<file path="src/rtl/apb_master_bridge.sv">
// rtl/apb_master_bridge.sv - single-outstanding valid/ready command to two-slave APB requester
//
// Purpose:
//   Accepts one command at a time, decodes cmd_addr MSB into PSEL1 (MSB=0) or
//   PSEL2 (MSB=1), runs one SETUP cycle and an ACCESS phase that lasts until the
//   selected slave raises PREADY, then pulses rsp_valid for one cycle.
//   Every output is driven straight from a register.
//
// Optional feature:
//   APB_TIMEOUT_EN - when defined, an ACCESS phase that sees TIMEOUT cycles of
//   selected PREADY low ends as a completion with rsp_err = 1 and rsp_rdata = 0.
//   When undefined, ACCESS waits indefinitely and rsp_err stays 0.
//
// Ports:
//   PCLK, PRESETn                  clock, asynchronous active-low reset
//   cmd_valid/cmd_ready            command handshake
//   cmd_write, cmd_addr            direction; {slave select, PADDR}
//   cmd_wdata, cmd_strb            write data and byte strobes
//   rsp_valid, rsp_rdata, rsp_err  one-cycle completion pulse with held data/error
//   PSEL1, PSEL2, PENABLE, PWRITE  APB control
//   PADDR, PWDATA, PSTRB           APB address/data
//   PREADY1/2, PRDATA1/2           per-slave ready and read data

module apb_master_bridge #(
    parameter int ADDWIDTH  = 8,
    parameter int DATAWIDTH = 32,
    parameter int TIMEOUT   = 16
) (
    input  logic                   PCLK,
    input  logic                   PRESETn,
    input  logic                   cmd_valid,
    output logic                   cmd_ready,
    input  logic                   cmd_write,
    input  logic [ADDWIDTH:0]      cmd_addr,
    input  logic [DATAWIDTH-1:0]   cmd_wdata,
    input  logic [DATAWIDTH/8-1:0] cmd_strb,
    output logic                   rsp_valid,
    output logic [DATAWIDTH-1:0]   rsp_rdata,
    output logic                   rsp_err,
    output logic                   PSEL1,
    output logic                   PSEL2,
    output logic                   PENABLE,
    output logic                   PWRITE,
    output logic [ADDWIDTH-1:0]    PADDR,
    output logic [DATAWIDTH-1:0]   PWDATA,
    output logic [DATAWIDTH/8-1:0] PSTRB,
    input  logic                   PREADY1,
    input  logic                   PREADY2,
    input  logic [DATAWIDTH-1:0]   PRDATA1,
    input  logic [DATAWIDTH-1:0]   PRDATA2
);

    localparam int STRBW = DATAWIDTH / 8;

    typedef enum logic [1:0] {
        IDLE   = 2'd0,
        SETUP  = 2'd1,
        ACCESS = 2'd2
    } state_t;

    state_t                 state_q, state_n;
    logic                   cmd_ready_q, cmd_ready_n;
    logic                   rsp_valid_q, rsp_valid_n;
    logic [DATAWIDTH-1:0]   rsp_rdata_q, rsp_rdata_n;
    logic                   rsp_err_q, rsp_err_n;
    logic                   psel1_q, psel1_n;
    logic                   psel2_q, psel2_n;
    logic                   penable_q, penable_n;
    logic                   pwrite_q, pwrite_n;
    logic [ADDWIDTH-1:0]    paddr_q, paddr_n;
    logic [DATAWIDTH-1:0]   pwdata_q, pwdata_n;
    logic [STRBW-1:0]       pstrb_q, pstrb_n;

    // Only the addressed slave's handshake is looked at; the other slave may
    // drive anything on its PREADY/PRDATA.
    logic                   sel_ready;
    logic [DATAWIDTH-1:0]   sel_rdata;

    assign sel_ready = psel2_q ? PREADY2 : PREADY1;
    assign sel_rdata = psel2_q ? PRDATA2 : PRDATA1;

`ifdef APB_TIMEOUT_EN
    localparam int CNT_W = $clog2(TIMEOUT + 1);
    logic [CNT_W-1:0] to_cnt_q, to_cnt_n;
`endif

    always_comb begin
        state_n     = state_q;
        cmd_ready_n = cmd_ready_q;
        rsp_valid_n = 1'b0;
        rsp_rdata_n = rsp_rdata_q;
        rsp_err_n   = rsp_err_q;
        psel1_n     = psel1_q;
        psel2_n     = psel2_q;
        penable_n   = penable_q;
        pwrite_n    = pwrite_q;
        paddr_n     = paddr_q;
        pwdata_n    = pwdata_q;
        pstrb_n     = pstrb_q;
`ifdef APB_TIMEOUT_EN
        to_cnt_n    = to_cnt_q;
`endif

        case (state_q)
            IDLE: begin
                // cmd_ready rises on the first edge after reset release.
                cmd_ready_n = 1'b1;
                if (cmd_valid && cmd_ready_q) begin
                    state_n     = SETUP;
                    cmd_ready_n = 1'b0;
                    psel1_n     = ~cmd_addr[ADDWIDTH];
                    psel2_n     = cmd_addr[ADDWIDTH];
                    pwrite_n    = cmd_write;
                    paddr_n     = cmd_addr[ADDWIDTH-1:0];
                    pwdata_n    = cmd_wdata;
                    pstrb_n     = cmd_write ? cmd_strb : '0;
                end
            end

            SETUP: begin
                state_n   = ACCESS;
                penable_n = 1'b1;
`ifdef APB_TIMEOUT_EN
                to_cnt_n  = '0;
`endif
            end

            ACCESS: begin
                // PREADY is checked first so that it wins over a coincident timeout.
                if (sel_ready) begin
                    state_n     = IDLE;
                    cmd_ready_n = 1'b1;
                    rsp_valid_n = 1'b1;
                    rsp_rdata_n = pwrite_q ? '0 : sel_rdata;
                    rsp_err_n   = 1'b0;
                    psel1_n     = 1'b0;
                    psel2_n     = 1'b0;
                    penable_n   = 1'b0;
                end
`ifdef APB_TIMEOUT_EN
                // The counter holds the number of not-ready cycles already seen,
                // so TIMEOUT-1 here means this is the TIMEOUT-th one.
                else if (to_cnt_q == CNT_W'(TIMEOUT - 1)) begin
                    state_n     = IDLE;
                    cmd_ready_n = 1'b1;
                    rsp_valid_n = 1'b1;
                    rsp_rdata_n = '0;
                    rsp_err_n   = 1'b1;
                    psel1_n     = 1'b0;
                    psel2_n     = 1'b0;
                    penable_n   = 1'b0;
                end else begin
                    to_cnt_n = to_cnt_q + CNT_W'(1);
                end
`endif
            end

            default: begin
                state_n     = IDLE;
                cmd_ready_n = 1'b0;
                psel1_n     = 1'b0;
                psel2_n     = 1'b0;
                penable_n   = 1'b0;
            end
        endcase
    end

    always_ff @(posedge PCLK or negedge PRESETn) begin
        if (!PRESETn) begin
            state_q     <= IDLE;
            cmd_ready_q <= 1'b0;
            rsp_valid_q <= 1'b0;
            rsp_rdata_q <= '0;
            rsp_err_q   <= 1'b0;
            psel1_q     <= 1'b0;
            psel2_q     <= 1'b0;
            penable_q   <= 1'b0;
            pwrite_q    <= 1'b0;
            paddr_q     <= '0;
            pwdata_q    <= '0;
            pstrb_q     <= '0;
        end else begin
            state_q     <= state_n;
            cmd_ready_q <= cmd_ready_n;
            rsp_valid_q <= rsp_valid_n;
            rsp_rdata_q <= rsp_rdata_n;
            rsp_err_q   <= rsp_err_n;
            psel1_q     <= psel1_n;
            psel2_q     <= psel2_n;
            penable_q   <= penable_n;
            pwrite_q    <= pwrite_n;
            paddr_q     <= paddr_n;
            pwdata_q    <= pwdata_n;
            pstrb_q     <= pstrb_n;
        end
    end

`ifdef APB_TIMEOUT_EN
    always_ff @(posedge PCLK or negedge PRESETn) begin
        if (!PRESETn) begin
            to_cnt_q <= '0;
        end else begin
            to_cnt_q <= to_cnt_n;
        end
    end
`endif

    assign cmd_ready = cmd_ready_q;
    assign rsp_valid = rsp_valid_q;
    assign rsp_rdata = rsp_rdata_q;
    assign rsp_err   = rsp_err_q;
    assign PSEL1     = psel1_q;
    assign PSEL2     = psel2_q;
    assign PENABLE   = penable_q;
    assign PWRITE    = pwrite_q;
    assign PADDR     = paddr_q;
    assign PWDATA    = pwdata_q;
    assign PSTRB     = pstrb_q;

endmodule

</file>
<file path="config.mk">
export PLATFORM = sky130hd
export DESIGN_NAME = apb_master_bridge
export DESIGN_NICKNAME = d
export VERILOG_FILES = /design/src/rtl/apb_master_bridge.sv
export SDC_FILE = /design/constraint.sdc
export NUM_CORES = 1
export LEC_CHECK = 0
export ABC_AREA = 0
export BUFFER_PORTS_ARGS = -buffer_cell sky130_fd_sc_hd__buf_2
export CAP_MARGIN = 20
export CELL_PAD_IN_SITES_DETAIL_PLACEMENT = 1
export CELL_PAD_IN_SITES_GLOBAL_PLACEMENT = 2
export CORE_AREA = 8 8 128 130
export CTS_BUF_LIST = sky130_fd_sc_hd__clkbuf_4 sky130_fd_sc_hd__clkbuf_8
export DETAILED_ROUTE_END_ITERATION = 10
export DIE_AREA = 0 0 136 138
export PLACE_DENSITY = 0.88
export SYNTH_ARGS = -nofsm -noshare
export SYNTH_HDL_FRONTEND = slang
export SYNTH_SLANG_ARGS = --single-unit
</file>
<file path="constraint.sdc">
create_clock -name PCLK -period 2.4 [get_ports PCLK]
set_clock_uncertainty 0.05 [all_clocks]
set_input_delay 0.48 -clock PCLK [delete_from_list [all_inputs] [get_ports PCLK]]
set_output_delay 0.48 -clock PCLK [all_outputs]
set_load 0.05 [all_outputs]
</file>
==> results.md, run 1 <==
* Initial antenna violation count at 1
* Ys Warns at 0
* Layout cells sized above 1 at 46.0%
* CTS max path bufs at 2
* Leakage power at 2.76 nW
* Sequential area share after synthesis at 57.3%
* Worst rel slew slack at 63.6%
* DP Wirelength at 9130 um
* I/O pin count at 198
* Fillers at 1725
* Pins Over Slew Limit at 0
* Initial Utilization at 25.6%
* Fin cells at 736
* Met1 Usage GRT at 13.9%
* Worst slew pin tran at 0.546 ns
* Die width at 136 um
* DRC at 0
* DRT antenna net count at 0
* Worst Path Required at 1.87 ns
* Vias per std cell at 4.35
* Post-CTS Setup Inserts at 0
* Top_reg_cell synth: dfrtp_1
* # setup viols final at 0
* Final Hold Fails at 0
* Layout Nets at 662
* Post-Place Cells at 720
* Die area at 18800 um^2
* Final min period at 2.10 ns
* Synthesized area per cell at 10.3 um^2
* Pwr Density at 1610 nW/um^2
* Total power at 8.11 mW
* Drt wl/cell at 15.9 um
* Input/output buffers at 196
* Met2 Use GR at 22.1%
* RSZ-0062 raised after global routing: no
* Buf/Inv on CP at 2
* DRT Pass-1 Iters at 3
* Worst skew pair latency at 0.36 ns
* Max-cap viol count at 0
* Grt met3 use at 5.36%
* CTS Hold Buffers Added at 0
* Crit-path leading delay family: buffers and inverters
* Post-cts resize count at 0
* Core Area at 14300 um^2
* Startpoint class of the critical path: flop
* Critical path class: reg -> out
* Crit-path max cell delay at 0.45 ns
* Setup TNS Final at 0 ns
* Via count at 3204
* Post-synth cell types at 23
* Root buffer cell: clkbuf_8
* CP arrival at 1.57 ns
* Busiest grt layer: met2
* Ys async rst share at 100%
* Outcome: complete, no violations
* Yosys reg bits at 84
* Clock-pin slew on the worst setup and hold paths at 0.09 ns
* Final WL at 11700 um
* # H-tree levels at 3
* TritonCTS clock tree: yes
* CTS Sinks at 84
* Final period util at 87.7%
* First-pass GRT wire length at 19400 um
* Post-Syn Nets at 472
* Die Y at 138 um
* Detailed Route Iter0 Violations at 100
* Min-Delay Path Class: in -> async
* Total grt overflow at 0
* Row Count at 44
* Crit-path max FO at 34
* Kind of end point of the critical path: output pin
* GRT Total Usage at 12.7%
* Area delta synth->final at 36.8%
* Cell area after synthesis at 3670 um^2
* Post-synth EDFFs at 0
* TritonCTS Buffers at 9
* Ant. Diodes at 0
* VDD IR max at 0.700 mV
* Cells after Synth at 357
* Slowest cell on the critical path: buf_4
* Vias in the first global route at 3780
* F_max at 475 MHz
* Worst-path cell chain: buf_4 > buf_2
* Gpl congestion at 0.736
* Largest net degree at the start of global routing at 49
per-stage QoR:
stage	worst slack (ns)	utilization, %	area [um^2]	hold WS (ns)
6_report	0.296	35.1	5020	0.0287
5_1_grt	0.200	35.1	5020	0.0562
4_1_cts	0.246	35.1	5020	0.0387
3_5_place_dp	0.515	33.7	4820	0.406
3_3_place_gp	0.548	33.7	4820	0.398
2_1_floorplan	0.387	-	3670	0.134
cells by family (layout without fill, tap and decap cells):
kind of cell | after synthesis | in the layout | share of synthesized area, %
other | 1 | 1 | 0.102
muxes | 65 | 65 | 19.0
AOI/OAI and AO/OA | 6 | 6 | 1.13
DFF | 84 | 84 | 57.3
buffers and inverters | 25 | 220 | 3.68
and+or+nand+nor | 176 | 176 | 18.9
sequential cells by signal, indices dropped and copies added (netlist names):
name	count
rsp_valid	1
state_q	2
PSEL2	1
cmd_ready	1
PWDATA	32
PADDR	8
PSEL1	1
PWRITE	1
PSTRB	4
PENABLE	1
rsp_rdata	32
report_power, final:
part           leakage (nW)  switching (mW)  internal [mW]
Clock                0.0983           0.529          0.507
Sequential             1.05           0.351           2.07
Combinational          1.62            3.47           1.18
Total                  2.76            4.35           3.75
path summary, 6_finish.rpt:
check | from | endpoint | slack [ns] | cells after the start
worst min-delay path | PRESETn | rsp_rdata[19] | 0.03 | 1
worst max register to register | PSEL2 | rsp_rdata[4] | 0.64 | 4
worst min register to register | PWDATA[8] | PWDATA[8] | 0.43 | 2
min in group PCLK | cmd_wdata[15] | PWDATA[15] | 0.26 | 3
max in group asynchronous | PRESETn | PWDATA[27] | 1.58 | 2
worst max-delay path | PSEL2 | PSEL2 | 0.30 | 2
layer usage:
layer / vias up / routed length (um)
met5: - / 14
met4: 2 / 95
met2: 118 / 5790
met1: 1556 / 4540
met3: 9 / 1240
li1: 1519 / -
final cells by class:
type                            instances  area (um^2)  share of cell area, %
Clock buffer                           10          138                   2.74
Timing Repair Buffer                  202         1040                   20.7
Inverter                                2         7.51                  0.149
Clock inverter                          6         63.8                   1.27
Multi-Input combinational cell        248         1440                   28.6
Sequential cell                        84         2100                   41.9
Tap cell                              184          230                   4.58
cell usage after synthesis (all sizes together) (2+ instances only):
cell type    n  area share [%]
clkbuf       8            0.82
nor2        33             3.4
mux2        33              10
nand3        5            0.68
buf         15             2.7
inv          2            0.20
dfrtp       84              57
nor3         3            0.41
o21ai        2            0.27
nand2      133              14
mux2i       32             8.7
placed cells by master, fill, tap and decap left out:
| cell type | netlist | layout |
|---|---|---|
| clkinvlp_4 | 0 | 2 |
| nand4bb_2 | 0 | 1 |
| a31o_2 | 1 | 1 |
| nor3_1 | 3 | 3 |
| nor2_1 | 33 | 33 |
| mux2_2 | 31 | 31 |
| inv_1 | 2 | 2 |
| mux2_1 | 1 | 1 |
| clkinv_4 | 0 | 1 |
| buf_12 | 0 | 1 |
| clkinv_2 | 0 | 2 |
| mux2i_1 | 32 | 32 |
| nand3_1 | 5 | 5 |
| bufinv_16 | 0 | 1 |
| buf_4 | 2 | 6 |
| o21ai_0 | 2 | 2 |
| conb_1 | 1 | 1 |
| nor3b_4 | 1 | 1 |
| mux2_4 | 1 | 1 |
| dfrtp_2 | 0 | 1 |
| nand2_1 | 133 | 133 |
| dfrtp_1 | 84 | 83 |
| o21a_1 | 1 | 1 |
| a21boi_0 | 1 | 1 |
| a21o_1 | 1 | 1 |
| clkbuf_8 | 0 | 10 |
| buf_2 | 9 | 195 |
(Power assumes the default switching activity.)
==> inputs of run 2 (changes only) <==
--- a/config.mk
+++ b/config.mk
@@ -10,10 +10,10 @@
 export CAP_MARGIN = 20
 export CELL_PAD_IN_SITES_DETAIL_PLACEMENT = 1
 export CELL_PAD_IN_SITES_GLOBAL_PLACEMENT = 2
-export CORE_AREA = 8 8 128 130
+export CORE_AREA = 2 2 122 124
 export CTS_BUF_LIST = sky130_fd_sc_hd__clkbuf_4 sky130_fd_sc_hd__clkbuf_8
 export DETAILED_ROUTE_END_ITERATION = 10
-export DIE_AREA = 0 0 136 138
+export DIE_AREA = 0 0 124 126
 export PLACE_DENSITY = 0.88
 export SYNTH_ARGS = -nofsm -noshare
 export SYNTH_HDL_FRONTEND = slang
==> run 2 against run 1 <==
  * Cell area rose by 1.3%
  * Critical path depth did not move
  * Critical path type unchanged
  * Largest cell class unchanged
  * Highest routed layer is now met4
  * Largest power group unchanged
  * Core utilization grew 0.45 points
  * Non-clock buffer count unchanged
==> results.md, run 2 (synthesis gave the netlist of run 1 again) <==
* Switching Share at 51.9% (was 53.7%)
* Input/output buffers at 196 (unchanged)
* RR Endpoint: rsp_rdata[16] (was rsp_rdata[4])
* DP Wirelength at 8070 um (was 9130 um)
* Combinational share of power at 56.0% (was 57.4%)
* DRT antenna net count at 0 (unchanged)
* CTS Hold Buffers Added at 0 (unchanged)
* Crit-path max cell delay at 0.45 ns (about the same)
* Worst-path cell chain: buf_4 > buf_2 (unchanged)
* Final min period at 2.10 ns (about the same)
* P_sw at 4.32 mW (was 4.35 mW)
* Layout Nets at 662 (unchanged)
* CP arrival at 1.57 ns (about the same)
* Initial antenna violation count at 0 (was 1)
* TritonCTS Buffers at 9 (unchanged)
* Gpl congestion at 0.740 (was 0.736)
* Design area at 5090 um^2 (was 5020 um^2)
* Post-CTS Setup Inserts at 0 (unchanged)
* I/O pin count at 198 (unchanged)
* Worst skew pair latency at 0.36 ns (about the same)
* Row Count at 44 (unchanged)
* Min-Delay Path Class: in -> async (unchanged)
* CTS Sinks at 84 (unchanged)
* Area delta synth->final at 38.5% (was 36.8%)
* Crit-path leading delay family: buffers and inverters (unchanged)
* Outcome: complete, no violations (unchanged)
* Worst R2R Path Depth at 4 (unchanged)
* Most common cell after layout, fill and taps aside: buf_2 (unchanged)
* VDD IR max at 0.710 mV (was 0.700 mV)
* DRC at 0 (unchanged)
* Kind of end point of the critical path: output pin (unchanged)
* Most frequent cells in the layout: buf_2, nand2_1, dfrtp_1 (unchanged)
* Die width at 124 um (was 136 um)
* GRT Total Usage at 13.7% (was 12.7%)
* Detailed Route Iter0 Violations at 75 (was 100)
* First-pass GRT wire length at 16700 um (was 19400 um)
* Max-cap viol count at 0 (unchanged)
* Core Area at 14300 um^2 (unchanged)
* Leakage power at 2.79 nW (was 2.76 nW)
* CTS max path bufs at 2 (unchanged)
* F_max at 476 MHz (was 475 MHz)
* Drt wl/cell at 14.3 um (was 15.9 um)
* Vias in the first global route at 3409 (was 3780)
* Startpoint class of the critical path: flop (unchanged)
* # H-tree levels at 3 (unchanged)
* Placed inst area at 4830 um^2 (was 4820 um^2)
* Clock power share at 15.0% (was 12.8%)
* Root buffer cell: clkbuf_8 (unchanged)
* Hold_ws at 0.0591 ns (was 0.0287 ns)
* Final Hold Fails at 0 (unchanged)
* Via count at 3174 (was 3204)
* Worst rel slew slack at 62.6% (was 63.6%)
* P_int at 4.01 mW (was 3.75 mW)
* Slowest cell on the critical path: buf_4 (unchanged)
* Vias per std cell at 4.31 (was 4.35)
* Worst Path Required at 1.87 ns (about the same)
* RR Startpoint: PSEL2 (unchanged)
* Total grt overflow at 0 (unchanged)
* Flop pwr share at 29.0% (was 29.8%)
* Largest net degree at the start of global routing at 49 (unchanged)
* Layout cells sized above 1 at 46.0% (unchanged)
* Pins Over Slew Limit at 0 (unchanged)
* Crit-path max FO at 34 (unchanged)
* Clock-pin slew on the worst setup and hold paths at 0.09 ns (about the same)
* RSZ-0062 raised after global routing: no (unchanged)
* Final period util at 87.6% (was 87.7%)
* DRT Pass-1 Iters at 4 (was 3)
* Die Y at 126 um (was 138 um)
* Initial Utilization at 25.6% (unchanged)
* Post-cts resize count at 0 (unchanged)
* Buf/Inv on CP at 2 (unchanged)
* R2R Setup Slk at 0.62 ns (was 0.64 ns)
* Worst slew pin tran at 0.561 ns (was 0.546 ns)
* Final WL at 10600 um (was 11700 um)
* # setup viols final at 0 (unchanged)
* Setup TNS Final at 0 ns (unchanged)
* TritonCTS clock tree: yes (unchanged)
* Pwr Density at 1640 nW/um^2 (was 1610 nW/um^2)
* Die area at 15600 um^2 (was 18800 um^2)
* Critical path class: reg -> out (unchanged)
==> run 2: power by group through the flow <==
stage | logic (mW) | registers [mW] | clock network [mW]
final | 4.66 | 2.42 | 1.25
after global routing | 4.96 | 2.51 | 1.36
after CTS | 4.73 | 2.43 | 1.31
after detailed placement | 4.73 | 2.45 | 0
after global placement | 4.61 | 2.41 | 0
after floorplan | 1.34 | 4.63 | 0
==> run 2: routing by layer <==
| metal | share of wire [%] | track usage (%) | up-vias | wire length [um] |
|---|---|---|---|---|
| li1 | - | - | 1519 | - |
| met1 | 40 | 15.5 | 1524 | 4260 |
| met2 | 50 | 24.4 | 120 | 5300 |
| met3 | 8.0 | 3.94 | 11 | 844 |
| met4 | 1.5 | 4.82 | 0 | 159 |
| met5 | 0 | 0 | - | 0 |
==> run 2: how the worst max path moves through the flow <==
stage | from | end | slack, ns | cells past startpoint
floorplan | PSEL2 | rsp_rdata[11] | 0.39 | 5
global placement | PREADY2 | rsp_rdata[13] | 0.56 | 5
detailed placement | PREADY2 | rsp_rdata[16] | 0.53 | 5
CTS | PSEL2 | PSEL2 | 0.26 | 2
global route | PSEL2 | PSEL2 | 0.20 | 2
finish | PSEL2 | PSEL2 | 0.30 | 2
==> run 2: worst register-to-register path: stages, from the launching register on <==
cell and delay [ns]:
dfrtp_2 0.42, mux2_4 0.23, nor3b_4 0.16, buf_4 0.39
mux2_2 0.41
==> run 2: layout make-up <==
| type | instances | area [um^2] |
|---|---|---|
| sequential | 84 | 2100 |
| antenna | 1 | 2.50 |
| clock buffer | 12 | 153 |
| tap | 184 | 230 |
| timing repair buffer | 202 | 1050 |
| inverter | 2 | 7.51 |
| fill | 1705 | 9230 |
| clock inverter | 4 | 97.6 |
| multi-input combinational | 248 | 1440 |
==> run 2: through the flow <==
step | total power, mW | instances | utilization [%] | worst slack, ns
floorplan | 5.96 | 357 | - | 0.387
global placement | 7.02 | 720 | 33.8 | 0.564
detailed placement | 7.18 | 720 | 33.8 | 0.529
CTS | 8.47 | 736 | 35.5 | 0.261
global route | 8.83 | 736 | 35.5 | 0.205
finish | 8.33 | 737 | 35.5 | 0.299
==> inputs of run 3 (changes only) <==
==> constraint.sdc (replaced) <==
create_clock -name PCLK -period 2.4 [get_ports PCLK]
set_clock_uncertainty 0.05 [all_clocks]
set_input_delay 0.24 -clock PCLK [delete_from_list [all_inputs] [get_ports PCLK]]
set_output_delay 0.24 -clock PCLK [all_outputs]
set_load 0.05 [all_outputs]
==> run 3 against run 2 <==
  * Critical path depth stayed put
  * Core utilization rose by 1.9 points
  * Register-to-register slack hardly changed
  * Largest power group unchanged
  * Highest routed layer unchanged
==> results.md, run 3 (synthesis gave the netlist of run 1 again) <==
* TritonCTS clock tree: yes (unchanged)
* Vias per std cell at 4.32 (was 4.31)
* P_sw at 4.31 mW (was 4.32 mW)
* Post-Place Cells at 721 (was 720)
* Most common cell after layout, fill and taps aside: buf_2 (unchanged)
* Final Hold Fails at 0 (unchanged)
* Root buffer cell: clkbuf_8 (unchanged)
* Combinational share of power at 57.3% (was 56.0%)
* Layout cells sized above 1 at 43.7% (was 46.0%)
* Largest net degree at the start of global routing at 49 (unchanged)
* Post-cts resize count at 0 (unchanged)
* Leakage power at 2.91 nW (was 2.79 nW)
* P_int at 3.84 mW (was 4.01 mW)
* RSZ-0062 raised after global routing: no (unchanged)
* Final WL at 10900 um (was 10600 um)
* CP arrival at 1.57 ns (about the same)
* Die area at 15600 um^2 (unchanged)
* # setup viols final at 0 (unchanged)
* Kind of end point of the critical path: output pin (unchanged)
* Worst skew pair latency at 0.36 ns (about the same)
* DRC at 0 (unchanged)
* DRT antenna net count at 0 (unchanged)
* Flop pwr share at 29.7% (was 29.0%)
* Worst Path Required at 2.11 ns (was 1.87 ns)
* Outcome: complete, no violations (unchanged)
* F_max at 539 MHz (was 476 MHz)
* Initial Utilization at 25.6% (unchanged)
* Pins Over Slew Limit at 0 (unchanged)
* Post-CTS Setup Inserts at 0 (unchanged)
* Most frequent cells in the layout: buf_2, nand2_1, dfrtp_1 (unchanged)
* Input/output buffers at 196 (unchanged)
* DP Wirelength at 7670 um (was 8070 um)
* I/O pin count at 198 (unchanged)
* Core Area at 14300 um^2 (unchanged)
* Gpl congestion at 0.774 (was 0.740)
* Drt wl/cell at 14.2 um (was 14.3 um)
* DRT Pass-1 Iters at 4 (unchanged)
* Finished Core Util at 37.4% (was 35.5%)
* Final period util at 77.3% (was 87.6%)
* Ant. Diodes at 0 (was 1)
* Final min period at 1.86 ns (was 2.10 ns)
* Setup TNS Final at 0 ns (unchanged)
* Worst-path cell chain: buf_4 > buf_2 (unchanged)
* Area delta synth->final at 45.9% (was 38.5%)
* Startpoint class of the critical path: flop (unchanged)
* Via count at 3320 (was 3174)
* Min-Delay Path Class: in -> reg (was in -> async)
* Row Count at 44 (unchanged)
* Max-cap viol count at 0 (unchanged)
* Slowest cell on the critical path: buf_4 (unchanged)
* TritonCTS Buffers at 9 (unchanged)
* Die width at 124 um (unchanged)
* # H-tree levels at 3 (unchanged)
* Vias in the first global route at 3562 (was 3409)
* Crit-path max FO at 34 (unchanged)
* Switching Share at 52.9% (was 51.9%)
* Critical path class: reg -> out (unchanged)
* GRT Total Usage at 14.2% (was 13.7%)
* Worst rel slew slack at 64.2% (was 62.6%)
* Pwr Density at 1520 nW/um^2 (was 1640 nW/um^2)
* CTS Sinks at 84 (unchanged)
* VDD IR max at 0.613 mV (was 0.710 mV)
* Layout Nets at 694 (was 662)
* Initial antenna violation count at 0 (unchanged)
* Die Y at 126 um (unchanged)
* First-pass GRT wire length at 17500 um (was 16700 um)
* CTS max path bufs at 2 (unchanged)
* Fin cells at 768 (was 737)
* Worst slew pin tran at 0.538 ns (was 0.561 ns)
* Crit-path max cell delay at 0.44 ns (was 0.45 ns)
* Detailed Route Iter0 Violations at 89 (was 75)
* Clock power share at 13.0% (was 15.0%)
* Clock-pin slew on the worst setup and hold paths at 0.08 ns (was 0.09 ns)
* Total grt overflow at 0 (unchanged)
## run 3: worst paths after layout
check | depth (start not counted) | endpoint | start | slack (ns)
max in group asynchronous | 3 | PWDATA[31] | PRESETn | 1.31
worst min register to register | 2 | PWDATA[22] | PWDATA[22] | 0.43
min in group asynchronous | 2 | rsp_rdata[13] | PRESETn | 0.31
worst max register to register | 4 | rsp_rdata[16] | PSEL2 | 0.62
worst min-delay path | 3 | PWDATA[31] | cmd_wdata[31] | 0.03
worst max-delay path | 2 | PSEL2 | PSEL2 | 0.54
## run 3: worst max-delay path: cells and delay by family (launching register included)
kind | cells | cell delay (ns)
buffers and inverters | 2 | 0.81
flip-flops | 1 | 0.37
## run 3: power by group through the flow
stage / logic, mW / clock network [mW] / registers, mW
after global placement: 4.58 / 0 / 2.42
final: 4.67 / 1.06 / 2.43
after global routing: 4.97 / 1.17 / 2.53
after floorplan: 1.34 / 0 / 4.63
after detailed placement: 4.68 / 0 / 2.45
after CTS: 4.72 / 1.11 / 2.44
## run 3: what timing repair did
action | in CTS | in global routing
hold endpoints to repair | 58 | 0
setup endpoints to repair | 0 | 0
hold buffers | 31 | 0
## run 3: final cells by class
| cell class | count | area [um^2] |
|---|---|---|
| fill | 1681 | 8960 |
| multi-input combinational | 248 | 1440 |
| tap | 184 | 230 |
| clock inverter | 4 | 47.5 |
| timing repair buffer | 234 | 1370 |
| clock buffer | 12 | 159 |
| inverter | 2 | 7.51 |
| sequential | 84 | 2100 |
## run 3: routing by layer
layer	wire, um	vias up	GRT usage [%]
met2	5450	130	24.5
met5	0	-	0
met3	857	19	3.49
met4	250	0	6.08
li1	-	1584	-
met1	4380	1587	16.7
## run 3: per-stage QoR
stage                     worst slack, ns  hold WS [ns]  area, um^2  total power, mW
after floorplan                     0.387        -0.106        3670             5.96
after global placement              0.670         0.155        4840             7.00
after detailed placement            0.632         0.160        4840             7.14
after CTS                           0.488       0.00196        5360             8.27
after global routing                0.441        0.0156        5360             8.67
final                               0.545        0.0288        5360             8.16
